<file path="config.mk">
export PLATFORM = sky130hd
export DESIGN_NAME = bypass_scoreboard_unit
export DESIGN_NICKNAME = d
export VERILOG_FILES = /design/src/rtl/bypass_scoreboard_unit_pkg.sv /design/src/rtl/bypass_scoreboard_unit_fwd_select.sv /design/src/rtl/bypass_scoreboard_unit.sv
export SDC_FILE = /design/constraint.sdc
export NUM_CORES = 1
export LEC_CHECK = 0
export CORE_MARGIN = 5
export CORE_UTILIZATION = 50
export CTS_CLUSTER_DIAMETER = 200
export DETAILED_ROUTE_END_ITERATION = 16
export PLACE_DENSITY = 0.95
export SYNTH_ARGS = -nofsm -noshare
export SYNTH_HDL_FRONTEND = slang
export SYNTH_SLANG_ARGS = --single-unit
</file>
<file path="constraint.sdc">
create_clock -name i_clk -period 5.71 [get_ports i_clk]
set_input_delay 0.8565 -clock i_clk [delete_from_list [all_inputs] [get_ports i_clk]]
set_output_delay 0.8565 -clock i_clk [all_outputs]
set_load 0.05 [all_outputs]
</file>
<file path="src/rtl/bypass_scoreboard_unit_pkg.sv">
// rtl/bypass_scoreboard_unit_pkg.sv - shared types and helpers for the ID-stage bypass/scoreboard unit
package bypass_pkg;

    typedef enum logic [1:0] {
        ST_IDLE = 2'd0,
        ST_BUSY = 2'd1,
        ST_DONE = 2'd2
    } long_state_e;

    localparam int SRC_RF = 0;

    function automatic int clog2(input int value);
        int result;
        result = 0;
        while ((1 << result) < value) begin
            result = result + 1;
        end
        return result;
    endfunction

endpackage

</file>
<file path="src/rtl/bypass_scoreboard_unit_fwd_select.sv">
// rtl/bypass_scoreboard_unit_fwd_select.sv - one read port matched against all forwarding stages
module fwd_select
    import bypass_pkg::*;
#(
    parameter int NUM_FWD    = 3,
    parameter int ADDR_W     = 5,
    parameter int LOAD_READY = 2,
    parameter int SRC_W      = 2
) (
    input  logic                      i_rd_en,
    input  logic [ADDR_W-1:0]         i_rd_addr,
    input  logic [NUM_FWD-1:0]        i_fwd_wen,
    input  logic [NUM_FWD*ADDR_W-1:0] i_fwd_waddr,
    input  logic [NUM_FWD-1:0]        i_fwd_is_load,
    output logic [SRC_W-1:0]          o_sel,
    output logic                      o_load_use
);

    logic [SRC_W-1:0] w_sel;
    logic             w_load_use;

    // Scan oldest to youngest so the youngest matching stage overwrites the result.
    always_comb begin
        w_sel      = SRC_W'(SRC_RF);
        w_load_use = 1'b0;
        for (int j = NUM_FWD - 1; j >= 0; j--) begin
            if (i_rd_en && (i_rd_addr != '0) && i_fwd_wen[j] &&
                (i_rd_addr == i_fwd_waddr[j*ADDR_W +: ADDR_W])) begin
                w_sel      = SRC_W'(j + 1);
                w_load_use = i_fwd_is_load[j] && (j < LOAD_READY);
            end
        end
    end

    assign o_sel      = w_sel;
    assign o_load_use = w_load_use;

endmodule

</file>
<file path="src/rtl/bypass_scoreboard_unit.sv">
// rtl/bypass_scoreboard_unit.sv - forwarding selects, load-use and long-op hazard stalls, stall counter
module bypass_scoreboard_unit
    import bypass_pkg::*;
#(
    parameter int NUM_RD     = 2,
    parameter int NUM_FWD    = 3,
    parameter int ADDR_W     = 5,
    parameter int LOAD_READY = 2,
    parameter int LONG_LAT   = 32,
    localparam int SRC_W     = clog2(NUM_FWD + 1)
) (
    input  logic                      i_clk,
    input  logic                      i_rst,
    input  logic [NUM_RD-1:0]         i_rd_en,
    input  logic [NUM_RD*ADDR_W-1:0]  i_rd_addr,
    input  logic [NUM_FWD-1:0]        i_fwd_wen,
    input  logic [NUM_FWD*ADDR_W-1:0] i_fwd_waddr,
    input  logic [NUM_FWD-1:0]        i_fwd_is_load,
    input  logic                      i_issue_long,
    input  logic                      i_rd_hilo,
    input  logic                      i_flush,
    output logic [NUM_RD*SRC_W-1:0]   o_rd_src,
    output logic                      o_id_exe_stall,
    output logic                      o_pc_write,
    output logic                      o_ir_write,
    output logic                      o_long_busy,
    output logic                      o_long_done,
    output logic [31:0]               o_stall_cycles
);

    localparam int CNT_W = (clog2(LONG_LAT) < 1) ? 1 : clog2(LONG_LAT);

    logic [NUM_RD-1:0]  w_lu;
    logic               w_long_hz;
    logic               w_stall;
    logic               w_accept;
    long_state_e        r_state;
    long_state_e        w_state_nxt;
    logic [CNT_W-1:0]   r_cnt;
    logic [CNT_W-1:0]   w_cnt_nxt;
    logic [31:0]        r_stall_cycles;

    for (genvar i = 0; i < NUM_RD; i++) begin : g_port
        fwd_select #(
            .NUM_FWD    (NUM_FWD),
            .ADDR_W     (ADDR_W),
            .LOAD_READY (LOAD_READY),
            .SRC_W      (SRC_W)
        ) u_fwd_select (
            .i_rd_en       (i_rd_en[i]),
            .i_rd_addr     (i_rd_addr[i*ADDR_W +: ADDR_W]),
            .i_fwd_wen     (i_fwd_wen),
            .i_fwd_waddr   (i_fwd_waddr),
            .i_fwd_is_load (i_fwd_is_load),
            .o_sel         (o_rd_src[i*SRC_W +: SRC_W]),
            .o_load_use    (w_lu[i])
        );
    end

    // In DONE the HI/LO result is forwarded, so only BUSY blocks readers.
    assign w_long_hz = !i_rst && (i_issue_long || i_rd_hilo) && (r_state == ST_BUSY);
    assign w_stall   = (|w_lu) || w_long_hz;
    assign w_accept  = i_issue_long && !w_stall && !i_flush &&
                       ((r_state == ST_IDLE) || (r_state == ST_DONE));

    always_ff @(posedge i_clk) begin
        if (i_rst) begin
            r_state <= ST_IDLE;
            r_cnt   <= '0;
        end else begin
            r_state <= w_state_nxt;
            r_cnt   <= w_cnt_nxt;
        end
    end

    always_comb begin
        w_state_nxt = r_state;
        w_cnt_nxt   = r_cnt;
        if (i_flush) begin
            w_state_nxt = ST_IDLE;
            w_cnt_nxt   = '0;
        end else if (w_accept) begin
            w_state_nxt = ST_BUSY;
            w_cnt_nxt   = CNT_W'(LONG_LAT - 1);
        end else begin
            case (r_state)
                ST_BUSY: begin
                    w_cnt_nxt = r_cnt - 1'b1;
                    if (r_cnt == CNT_W'(1)) begin
                        w_state_nxt = ST_DONE;
                    end
                end
                ST_DONE: w_state_nxt = ST_IDLE;
                default: w_state_nxt = ST_IDLE;
            endcase
        end
    end

    always_comb begin
        o_long_busy = 1'b0;
        o_long_done = 1'b0;
        case (r_state)
            ST_BUSY: o_long_busy = 1'b1;
            ST_DONE: o_long_done = 1'b1;
            default: ;
        endcase
    end

    always_ff @(posedge i_clk) begin
        if (i_rst) begin
            r_stall_cycles <= '0;
        end else if (w_stall && (r_stall_cycles != 32'hFFFF_FFFF)) begin
            r_stall_cycles <= r_stall_cycles + 32'd1;
        end
    end

    assign o_id_exe_stall = w_stall;
    assign o_pc_write     = !w_stall;
    assign o_ir_write     = !w_stall;
    assign o_stall_cycles = r_stall_cycles;

endmodule
</file>
## Word-level counts from Yosys, hierarchy flattened

Index checks and enable logic that the tools add are counted.

| operators by class | value |
|---|---|
| add/subtract/negate cells | 2 |
| multiply operators | 0 |
| divide/modulo/power cells | 0 |
| $lt $le $gt $ge | 0 |
| equal/unequal tests | 11 |
| shift operators | 0 |
| muxes and demuxes | 17 |
| bitwise operators | 1 |
| reduce and logical (&&, ||, !) cells | 33 |

Operators by type and width:

| kind | count |
|---|---|
| 32-bit by 1-bit adder with 32-bit output (second input constant) | 1 |
| 32-bit inequality test (second input constant) | 1 |
| 5-bit equality test | 6 |
| 1-bit logical AND | 20 |
| 2-bit 2-to-1 mux | 6 |
| 5-bit 2-to-1 mux | 2 |
| 5-bit nonzero test | 2 |
| 1-bit 2-to-1 mux | 9 |
| 5-bit by 1-bit equality test with 1-bit output (second input constant) | 1 |
| 5-bit by 1-bit subtractor with 5-bit output (second input constant) | 1 |
| 2-bit OR reduction | 2 |
| 4-bit OR reduction | 1 |
| 1-bit logical NOT | 3 |
| 1-bit logical OR | 3 |
| 3-bit by 2-bit inequality test with 1-bit output (second input constant) | 1 |
| 2-bit by 1-bit equality test with 1-bit output (second input constant) | 1 |
| 2-bit equality test (second input constant) | 1 |
| 2-bit logical NOT | 1 |
| 2-bit nonzero test | 1 |
| 1-bit NOT | 1 |

| word-level totals | value |
|---|---|
| bits in registers | 39 |
| latch bits | 0 |
| memory bits (writable) | 0 |
| bits in read-only memories | 0 |
| output and inout port bits | 41 |
| word-level logic and storage cells | 68 |
| memories | 0 |

## Logic depth before layout (Yosys ltp)

| logic depth | value |
|---|---|
| depth after elaboration | 13 |
| depth in mapped cells | 10 |
| gate-level depth less buffers | 8 |

## By module

A second synthesis with hierarchy kept.

| second synthesis, totals | value |
|---|---|
| cells, all modules | 306 |
| area total of the unflattened synthesis | 2484.9 µm² |

Modules (own cells, without submodules):

| module | times used | cells each | area each (µm²) |
|---|---|---|---|
| bypass_scoreboard_unit | 1 | 232 | 1966.9 |
| fwd_select | 2 | 37 | 259.0 |

## Least setup slack after synthesis

Ideal clock, no wire load.

| path | value |
|---|---|
| kind | input to output |
| start | input port i_rd_addr[6] |
| end | output port o_pc_write |
| data arrival time | 2.891 ns |
| setup slack | 1.962 ns |
| stages | 8 |
| cell sequence | or4_1 > o21a_1 > nand4_1 > o22ai_2 > a221oi_4 > buf_2 > buf_4 > buf_4 |

| between the ends | value |
|---|---|
| word-level cells in the longest chain between the ends | 9 |

Ends and longest elaborated chain:

| element | RTL line | RTL |
|---|---|---|
| from (decl) | bypass_scoreboard_unit.sv:15 | `input logic [NUM_RD*ADDR_W-1:0] i_rd_addr,` |
| 5-bit nonzero test | bypass_scoreboard_unit_fwd_select.sv:27 | `if (i_rd_en && (i_rd_addr != '0) && i_fwd_wen[j] &&` |
| 1-bit logical AND (3 in a row) | bypass_scoreboard_unit_fwd_select.sv:27 |  |
| 1-bit 2-to-1 mux | bypass_scoreboard_unit_fwd_select.sv:27 |  |
| 1-bit 2-to-1 mux (*) | bypass_scoreboard_unit_fwd_select.sv:27 |  |
| 2-bit OR reduction (*) | bypass_scoreboard_unit.sv:62 | `assign w_stall = (\|w_lu) \|\| w_long_hz;` |
| 1-bit logical OR (*) | bypass_scoreboard_unit.sv:62 |  |
| 1-bit logical NOT (*) | - |  |
| to (decl) | bypass_scoreboard_unit.sv:24 | `output logic o_pc_write,` |

Every way passes the cells marked *; elsewhere a longest branch is shown, timed or not.

## Worst setup path in the final report

| path | value |
|---|---|
| start | input port i_rd_addr[6] |
| end | output port o_ir_write |

| between the ends | value |
|---|---|
| word-level cells in the longest chain between the ends | 9 |

Ends and longest elaborated chain:

| element | RTL line | RTL |
|---|---|---|
| 5-bit nonzero test | bypass_scoreboard_unit_fwd_select.sv:27 |  |
| 1-bit logical AND (3 in a row) | bypass_scoreboard_unit_fwd_select.sv:27 |  |
| 1-bit 2-to-1 mux | bypass_scoreboard_unit_fwd_select.sv:27 |  |
| 1-bit 2-to-1 mux (*) | bypass_scoreboard_unit_fwd_select.sv:27 |  |
| 2-bit OR reduction (*) | bypass_scoreboard_unit.sv:62 |  |
| 1-bit logical OR (*) | bypass_scoreboard_unit.sv:62 |  |
| 1-bit logical NOT (*) | bypass_scoreboard_unit.sv:119 | `assign o_ir_write = !w_stall;` |
| to (decl) | bypass_scoreboard_unit.sv:25 | `output logic o_ir_write,` |

Marked as above.

==> results.toml <==
[run_status]
outcome = "completed"

[clocking]
cts_tree = "done"
post_cts_resized = 0
holdBufCountCts = 0
clock-root-buffer = "clkbuf_8"
cts_buffer_depth = 2
cts_max_level = 2
clkTransAtPathRegs_ps = 70
cts_setup_buffers = 0
cts-buffers-inserted = 5
cts.sinks = 39
insertion_delay_ps = 290

[pwr]
switching_share_pct = 26.2
pwr-share-comb_pct = 16.1
intPower_mw = 0.402
pwr-share-seq_pct = 50.7
leakagePower_nw = 1.10
power.density_nw_per_um2 = 164
p_sw_mw = 0.143
clockPowerShare_pct = 33.3
peakVddDrop_mv = 0.110

[logic_synthesis]
ys_seq_area_share_pct = 31.6
synth_cells = 300
synth_area_um2 = 2470
yosysWarnings = 0
synth_area_leaders = "dfxtp_1, xor2_1, a21oi_1, or4_1, nand4_1"
syn_area_per_cell_um2 = 8.22
synth_nets = 341
synth_top_area_share_pct = 31.6
yosys.cell_types.count = 39
ys_seq_elements = 39
synth_top_cell_by_area = "dfxtp_1"

[detailed_routing]
firstDrtPassIters = 4
first_iter_violations = 217
wl_per_cell_um = 15.8
drtAntennaViolNets = 0
drcViolationCount = 0
routed_via_density = 5.94
wirelength_mm = 6.88
via_count = 2590

[min_path]
hold_path.class = "flip-flop to flip-flop"
whs_path_depth = 2

[sta]
tns_ps = 0
fmax_mhz = 202
min_period_over_period_pct = 86.6
hold_violations = 0
setup_violations = 0
slew_headroom_pct = 43.9
rsz0062_at_grt = "no"
finClkSkew_ps = 7.55
maxSlewViolCount = 0
tightest_slew_ps = 841
hold_slack_ps = 516
period_minus_slack_ps = 4940
fin_ws_ps = 766

[layout]
nFillCells = 371
fin_nets = 409
seq_area_um2 = 781
design_area_um2 = 3320
fin_util_pct = 69.9
antenna_cells = 0
drive_gt1_share_pct = 5.15
area.growth.synth_to_final_pct = 34.7
multiInputGateArea_um2 = 1560

[setup_path]
cp-end-kind = "output pin"
critPathLaunch = "i_rd_addr[6]"
regToRegSetupSlack_ps = 2950
slowest_stage = "clkdlybuf4s50_1"
path_common_cell = "clkdlybuf4s50_1"
startpoint_type = "input pin"
reg2reg_to = "o_stall_cycles[18]$_SDFFE_PP0P_"
max_stage_delay_ps = 940
crit_end = "o_ir_write"
critPathArrivalTime_ps = 4090
worstPathMaxFanout = 18
r2r_cells = 7
crit_type = "input pin to output pin"
required_ps = 4850
path_cells = "clkdlybuf4s50_1 -> or4_1 -> o21a_1 -> nand4_1 -> o22ai_2 -> a221oi_4 -> clkdlybuf4s50_1"
r2r-start = "o_stall_cycles[0]$_SDFFE_PP0P_"

[global_routing]
antenna_found_initial = 0
grt_max_degree = 39
grt_pass1_wl_mm = 11.3
first_global_vias = 2497
grtUsageTotal_pct = 21.7
grt_overflow = 0

[placement]
portBuffers = 77
place_ws_ps = 796
place_area_um2 = 3240
dpl.hpwl_mm = 5.11
place_congestion = 0.804

[die]
die_width_um = 80.2
initial_core_util_pct = 51.9
core_region_area_um2 = 4750
row_count = 25
die-area_um2 = 6440
ios = 79
die_y_um = 80.2

[flow_run]
maxCapViolations = 0
## flip-flops by register name, indices dropped and copies added (netlist names)
name	flops
o_stall_cycles	32
r_cnt	5
r_state	2
## layout by cell type (no fill, tap or decap), types with 2 or more instances in the layout
master / netlist / routed
nand4_1: 20 / 20
nand3_1: 10 / 10
buf_4: 3 / 3
clkbuf_8: 0 / 5
clkbuf_1: 10 / 2
nor2_1: 8 / 8
ha_1: 3 / 3
inv_1: 6 / 6
and2_1: 2 / 2
o21a_1: 2 / 2
o21ai_0: 16 / 16
nor4_1: 9 / 9
or4_1: 17 / 17
and4_1: 6 / 6
xnor2_1: 9 / 9
or3_1: 12 / 12
nor3_1: 4 / 4
a21oi_1: 36 / 36
xor2_1: 25 / 25
nand2_1: 14 / 14
mux2_2: 3 / 3
and3_1: 8 / 8
o31ai_1: 14 / 14
clkdlybuf4s50_1: 0 / 77
nor2b_1: 5 / 5
nand2b_1: 2 / 2
dfxtp_1: 39 / 39
## critical path: cells and delay by family
family | cells | cell delay [ps]
compound gates | 3 | 1020
simple gates | 2 | 750
buf+inv | 2 | 1450
## routing by layer
metal / up-vias / part of all wire (%) / GRT usage (%)
met2: 80 / 50 / 36.4
met4: 0 / 2.1 / 8.11
met5: - / 0 / 0
met3: 13 / 6.0 / 5.16
li1: 1273 / - / -
met1: 1224 / 42 / 26.7
## final cells by class
type / count / share of cell area, %
sequential: 39 / 23.5
clock buffer: 7 / 2.30
multi-input combinational: 235 / 46.9
clock inverter: 1 / 0.151
timing repair buffer: 80 / 23.9
tap: 67 / 2.52
inverter: 7 / 0.790
## worst min-delay path by stage
stage / startpoint / end / slack (ps)
3_5_place_dp: o_stall_cycles[15]$_SDFFE_PP0P_ / o_stall_cycles[15]$_SDFFE_PP0P_ / 500
3_3_place_gp: o_stall_cycles[4]$_SDFFE_PP0P_ / o_stall_cycles[4]$_SDFFE_PP0P_ / 480
5_1_grt: o_stall_cycles[15]$_SDFFE_PP0P_ / o_stall_cycles[15]$_SDFFE_PP0P_ / 530
2_1_floorplan: r_cnt[4]$_SDFFE_PP0P_ / r_state[1]$_SDFFE_PP0P_ / 520
4_1_cts: o_stall_cycles[15]$_SDFFE_PP0P_ / o_stall_cycles[15]$_SDFFE_PP0P_ / 510
6_report: o_stall_cycles[8]$_SDFFE_PP0P_ / o_stall_cycles[8]$_SDFFE_PP0P_ / 520
## synth_stat cells
cell type	n
a21oi_1	36
a221oi_4	1
and2_1	2
and3_1	8
and4_1	6
and4_4	1
buf_1	1
buf_2	3
buf_4	3
buf_6	2
clkbuf_1	10
dfxtp_1	39
ha_1	3
inv_1	6
inv_2	1
mux2_1	1
mux2_2	3
nand2_1	14
nand2b_1	2
nand3_1	10
nand3_2	1
nand4_1	20
nand4b_1	1
nor2_1	8
nor2b_1	5
nor3_1	4
nor4_1	9
nor4b_1	1
o21a_1	2
o21ai_0	16
o22ai_2	1
o31ai_1	14
o41ai_1	1
or2_2	1
or3_1	12
or4_1	17
or4b_2	1
xnor2_1	9
xor2_1	25
## power groups by stage
| stage | Combinational, mW | Sequential [mW] | Clock [mW] |
|---|---|---|---|
| after floorplan | 0.0427 | 0.283 | 0 |
| final | 0.0877 | 0.276 | 0.181 |
| after global routing | 0.0946 | 0.277 | 0.194 |
| after CTS | 0.0875 | 0.276 | 0.183 |
| after global placement | 0.0841 | 0.282 | 0 |
| after detailed placement | 0.0869 | 0.283 | 0 |
## per-stage QoR
step | instances | total power, mW
2_1_floorplan | 300 | 0.326
3_3_place_gp | 428 | 0.367
3_5_place_dp | 428 | 0.369
4_1_cts | 436 | 0.547
5_1_grt | 436 | 0.565
6_report | 436 | 0.545
## cells by family after synthesis
group,Yosys count,share of synthesized area [%]
xor+xnor,34,12.1
flops,39,31.6
simple gates,123,30.4
fa+ha+maj,3,1.52
buf+inv,26,5.17
mux,4,1.83
compound gates,71,17.3
Power figures use the tool's default switching activity.
